**src/rtl/lsd_result_streamer.sv**
```systemverilog
// lsd_result_streamer: dumps a completed Simple-LSD frame from the buffer read port
// as a 64-bit valid/ready stream (header word with the segment count, then one word
// per segment) while holding the buffer write-protected.
//
// Ports:
//   clock, n_rst                 clock, asynchronous active-low reset
//   in_ready, in_line_num        buffer has a complete frame / number of stored segments
//   in_start_v/h, in_end_v/h     segment read data, valid 1 cycle after out_rd_addr
//   out_rd_addr                  buffer read address
//   out_write_protect            freezes the buffer while high
//   out_data/valid/first/last    stream word, in_dst_ready is the sink's ready
//   out_busy, out_frame_cnt      FSM active / frames fully sent (wraps)
module lsd_result_streamer #(
   parameter int unsigned FRAME_HEIGHT = 525,
   parameter int unsigned FRAME_WIDTH  = 800,
   parameter int unsigned RAM_SIZE     = 4096
) (
   input  logic                              clock,
   input  logic                              n_rst,
   input  logic                              in_ready,
   input  logic [$clog2(RAM_SIZE)-1:0]       in_line_num,
   input  logic [$clog2(FRAME_HEIGHT)-1:0]   in_start_v,
   input  logic [$clog2(FRAME_WIDTH)-1:0]    in_start_h,
   input  logic [$clog2(FRAME_HEIGHT)-1:0]   in_end_v,
   input  logic [$clog2(FRAME_WIDTH)-1:0]    in_end_h,
   output logic [$clog2(RAM_SIZE)-1:0]       out_rd_addr,
   output logic                              out_write_protect,
   output logic [63:0]                       out_data,
   output logic                              out_valid,
   output logic                              out_first,
   output logic                              out_last,
   input  logic                              in_dst_ready,
   output logic                              out_busy,
   output logic [15:0]                       out_frame_cnt
);

   localparam int unsigned AW = $clog2(RAM_SIZE);

   typedef enum logic [2:0] {
      S_IDLE, S_LOCK, S_HEADER, S_ADDR, S_WAIT, S_SEND, S_RELEASE
   } state_e;

   state_e          state_q, state_d;
   logic            armed_q, armed_d;
   logic [AW-1:0]   count_q, count_d;
   logic [AW-1:0]   idx_q, idx_d;
   logic [AW-1:0]   rd_addr_q, rd_addr_d;
   logic            protect_q, protect_d;
   logic [63:0]     data_q, data_d;
   logic            valid_q, valid_d;
   logic            first_q, first_d;
   logic            last_q, last_d;
   logic            busy_q, busy_d;
   logic [15:0]     frame_cnt_q, frame_cnt_d;
   logic            hs_c;

   assign hs_c = valid_q & in_dst_ready;

   // State and output registers
   always_ff @(posedge clock or negedge n_rst) begin
      if (!n_rst) begin
         state_q     <= S_IDLE;
         armed_q     <= 1'b1;
         count_q     <= '0;
         idx_q       <= '0;
         rd_addr_q   <= '0;
         protect_q   <= 1'b0;
         data_q      <= '0;
         valid_q     <= 1'b0;
         first_q     <= 1'b0;
         last_q      <= 1'b0;
         busy_q      <= 1'b0;
         frame_cnt_q <= '0;
      end else begin
         state_q     <= state_d;
         armed_q     <= armed_d;
         count_q     <= count_d;
         idx_q       <= idx_d;
         rd_addr_q   <= rd_addr_d;
         protect_q   <= protect_d;
         data_q      <= data_d;
         valid_q     <= valid_d;
         first_q     <= first_d;
         last_q      <= last_d;
         busy_q      <= busy_d;
         frame_cnt_q <= frame_cnt_d;
      end
   end

   // Next-state and next-output logic; stream registers only change on
   // entry to a word state or on its handshake, so a stalled word holds.
   always_comb begin
      state_d     = state_q;
      armed_d     = armed_q;
      count_d     = count_q;
      idx_d       = idx_q;
      rd_addr_d   = rd_addr_q;
      data_d      = data_q;
      valid_d     = valid_q;
      first_d     = first_q;
      last_d      = last_q;
      frame_cnt_d = frame_cnt_q;

      case (state_q)
         S_IDLE: begin
            if (in_ready && armed_q) state_d = S_LOCK;
         end
         S_LOCK: begin
            count_d = in_line_num;
            data_d  = {48'h0, 16'(in_line_num)};
            valid_d = 1'b1;
            first_d = 1'b1;
            last_d  = (in_line_num == '0);
            state_d = S_HEADER;
         end
         S_HEADER: begin
            if (hs_c) begin
               valid_d = 1'b0;
               first_d = 1'b0;
               last_d  = 1'b0;
               if (count_q == '0) begin
                  state_d = S_RELEASE;
               end else begin
                  idx_d     = '0;
                  rd_addr_d = '0;
                  state_d   = S_ADDR;
               end
            end
         end
         S_ADDR: begin
            // address is presented during this cycle; data returns in WAIT
            state_d = S_WAIT;
         end
         S_WAIT: begin
            data_d  = {16'(in_start_v), 16'(in_start_h), 16'(in_end_v), 16'(in_end_h)};
            valid_d = 1'b1;
            last_d  = (idx_q == AW'(count_q - AW'(1)));
            state_d = S_SEND;
         end
         S_SEND: begin
            if (hs_c) begin
               valid_d = 1'b0;
               last_d  = 1'b0;
               if (last_q) begin
                  state_d = S_RELEASE;
               end else begin
                  idx_d     = AW'(idx_q + AW'(1));
                  rd_addr_d = AW'(idx_q + AW'(1));
                  state_d   = S_ADDR;
               end
            end
         end
         S_RELEASE: begin
            frame_cnt_d = 16'(frame_cnt_q + 16'd1);
            state_d     = S_IDLE;
         end
         default: state_d = S_IDLE;
      endcase

      // a low in_ready means the buffer has let go of the dumped frame
      if (!in_ready)                  armed_d = 1'b1;
      else if (state_q == S_RELEASE)  armed_d = 1'b0;

      protect_d = (state_d != S_IDLE);
      busy_d    = (state_d != S_IDLE);
   end

   assign out_rd_addr       = rd_addr_q;
   assign out_write_protect = protect_q;
   assign out_data          = data_q;
   assign out_valid         = valid_q;
   assign out_first         = first_q;
   assign out_last          = last_q;
   assign out_busy          = busy_q;
   assign out_frame_cnt     = frame_cnt_q;

endmodule

```
**config.mk**
```make
export PLATFORM = sky130hd
export DESIGN_NAME = lsd_result_streamer
export DESIGN_NICKNAME = d
export VERILOG_FILES = /design/src/rtl/lsd_result_streamer.sv
export SDC_FILE = /design/constraint.sdc
export NUM_CORES = 1
export LEC_CHECK = 0
export CORE_AREA = 3 3 98 100
export CTS_CLUSTER_DIAMETER = 60
export DETAILED_ROUTE_END_ITERATION = 6
export DIE_AREA = 0 0 101 103
export PLACE_DENSITY = 0.92
export SLEW_MARGIN = 20
export SYNTH_ARGS = -nofsm -noshare
export SYNTH_HDL_FRONTEND = slang
export SYNTH_SLANG_ARGS = --single-unit
```
**constraint.sdc**
```tcl
create_clock -name clock -period 4.25 [get_ports clock]
set_input_delay 0.85 -clock clock [delete_from_list [all_inputs] [get_ports clock]]
set_output_delay 0.85 -clock clock [all_outputs]
set_load 0.01 [all_outputs]
```
==> flow_summary_export.csv <==
group,metric,value,unit
logic_synthesis,synth_area_per_cell,10.8,um2
floorplanning,initial_core_util,49.0,%
timing,worst_pin_slew,0.998,ns
logic_synthesis,synth_edf_count,0,
grt,top_usage_layer,"met2",
finish,nNetsFinal,582,
worst_setup_path,path_max_fanout,19,
timing,fin_crit_sh,64.6,%
worst_setup_path,critPathCaptureType,"flip-flop",
power,powerDensity,606,nW/um2
timing,hold_viol_final,0,
place,dp_cells,620,
timing,setup-violations-final,0,
grt,grtUsageMet1,25.8,%
logic_synthesis,yosysTopAreaCell,"dfrtp_1",
timing,relSlewSlack,33.2,%
floorplanning,dieArea,10400,um2
drt,routed_wl,10600,um
power,power.total,3520,uW
logic_synthesis,synth_common_cells,"dfrtp_1 (89), nand2_1 (44), a22o_1 (33)",
worst_setup_path,cp.required,4.51,ns
clock_tree,cts_hold_buf,0,
timing,timing.hold.ws,0.474,ns
clock_tree,cts_buffer_depth,2,
drt,wire_per_inst,16.7,um
hold_path,hold_depth,1,
logic_synthesis,synth.top_cell.area_share,51.9,%
drt,drc,0,
drt,vias,3549,
hold_path,hold_path_class,"reg -> reg",
finish,finalCoreUtilization,66.3,%
floorplanning,core_area,8760,um2
finish,final_cells,636,
place,hpwl,7700,um
hold_path,worstHoldStart,"out_frame_cnt[15]",
drt,initialDrtViolationCount,145,
logic_synthesis,synth_cell_types,51,
power,max-vdd-ir-drop,0.428,mV
hold_path,whs_endpoint,"out_frame_cnt[15]",
worst_setup_path,startpoint_type,"input pin",
timing,fin_worst_skew,0.0103,ns
grt,antenna_found_initial,0,
clock_tree,clock-sinks,90,
worst_setup_path,reg2reg_setup_slack,1.60,ns
clock_tree,clk_latency,0.35,ns
place,gp_congestion,0.803,
finish,fillCellCount,688,
logic_synthesis,synthFlopType,"dfrtp_1",
timing,setup_tns,0,ns
timing,clock.fmax,364,MHz
finish,diodes,0,
worst_setup_path,r2r_cells,7,
logic_synthesis,synth_seq_cells,90,
floorplanning,io_pins,153,
worst_setup_path,r2r-end,"out_busy",
power,p_leak,0.00249,uW
grt,grt_max_degree,71,
finish,area_growth_syn_to_layout,35.4,%
worst_setup_path,r2r-start,"count_q[0]",
grt,grt_pass1_wl,17000,um
run_status,status,"completed",
grt,track_usage,20.2,%
job,drv_cap,0,
logic_synthesis,synthArstFlopShare,100,%
finish,seq_area,2250,um2
clock_tree,htreeDepth,3,
grt,gr-usage-met3,4.26,%
clock_tree,cts_resized,0,
floorplanning,fp.dieW,101,um
logic_synthesis,ys_seq_area_share,52.5,%
grt,grt_overflow,0,
clock_tree,cts-root-buf,"clkbuf_8",
clock_tree,path_clk_slew,0.09,ns
worst_setup_path,critPathLaunch,"in_dst_ready",
clock_tree,cts_tree,"done",
timing,grt_setup_unrepaired,"no",
logic_synthesis,yosysMostFrequentCell,"dfrtp_1",
drt,first_pass_iters,4,
drt,drtAntennaViolNets,0,
clock_tree,cts_made_buffers,9,
timing,period_minus_slack,2.74,ns
logic_synthesis,synth_warnings,0,
logic_synthesis,synth_cells,399,
finish,drive_gt1_share,7.95,%
place,port_buffers,130,
floorplanning,rows,34,
grt,gr-usage-met2,34.8,%
worst_setup_path,critical_path_arrival,3.00,ns
logic_synthesis,synth_area_leaders,"dfrtp_1 (52%), a22o_1 (6.7%), xnor2_1 (4.1%), buf_4 (4.0%), nand2_1 (3.8%)",
logic_synthesis,netlist_area,4290,um2
clock_tree,post-cts-setup-buffer-count,0,
finish,multiInputGateArea,1860,um2
grt,grt_pass1_vias,3482,
drt,viasPerCell,5.58,
floorplanning,die_y,103,um
timing,slew_violations,0,
worst_setup_path,path_class,"in -> reg",
==> worst max-delay path, stage by stage <==
cell and delay, ns:
clkdlybuf4s50_1 0.52, nand2_1 0.19, nor3_1 0.37, a21oi_2 0.27, or4_1 0.60, a21oi_1 0.21
==> cell families after synthesis <==
logic type                 after synthesis  synth area share [%]
adders and majority gates                3                 0.874
xor gates and xnor gates                31                  6.32
buffers and inverters                   48                  6.24
and+or+nand+nor                        128                  16.0
DFF                                     90                  52.5
muxes                                   11                  2.89
other                                    1                0.0874
AOI/OAI and AO/OA                       87                  15.1
==> layout make-up <==
type                    instances  share of cell area, %
clock buffers                   9                   2.13
clock inverters                 7                   1.38
inverters                       5                  0.323
multi-input cells             282                   32.1
flip-flops and latches         90                   38.8
well taps                     108                   2.33
repair buffers                135                   23.0
==> worst max-delay path by stage <==
| stage | cells after the start | endpoint |
|---|---|---|
| floorplan | 6 | out_rd_addr[0] |
| global placement | 6 | out_rd_addr[3] |
| detailed placement | 6 | out_rd_addr[10] |
| CTS | 6 | out_rd_addr[10] |
| global route | 6 | out_rd_addr[10] |
| finish | 6 | out_rd_addr[10] |
==> registers in the layout (all words and copies together) (netlist names) <==
signal / flops
out_first: 1
out_data: 42
out_busy: 1
out_last: 1
count_q: 12
out_frame_cnt: 16
out_rd_addr: 12
armed_q: 1
out_valid: 1
state_q: 3
==> per-stage QoR <==
step	area (um2)	setup slack (ns)
after floorplan	4370	2.04
after detailed placement	5610	1.21
final	5810	1.51
after CTS	5810	1.51
after global routing	5810	1.39
after global placement	5610	1.37
==> routing by layer <==
layer / wire (um) / vias up
li1: - / 1663
met1: 4340 / 1717
met2: 5330 / 151
met3: 820 / 18
met4: 123 / 0
met5: 0 / -
==> where the power goes <==
group	internal, uW	total [uW]	switching [uW]
sequential	1150	1440	289
clock	281	601	320
combinational	817	1480	665
==> cells in the final DEF (no fill, tap or decap), types with 2 or more instances in the layout <==
cell type,count
ha_1,3
conb_1,22
dfrtp_1,89
mux2_2,11
clkdlybuf4s50_1,129
nand3_1,14
nor3_1,4
a22oi_1,8
o21ai_0,6
xor2_1,11
buf_4,6
a31oi_1,2
nor2_2,2
or4_1,12
nor4_1,8
inv_6,3
xnor2_1,20
a22o_1,33
nor2_1,9
nand2b_1,4
nand3b_1,3
inv_1,5
and2_1,3
or2_1,2
o31ai_1,11
or3_1,2
nor3b_1,2
a21oi_1,15
nor3b_2,2
clkbuf_8,9
nand2_1,44
nand4_1,6
nor4b_1,2
and3_1,4
(Power assumes the default switching activity.)
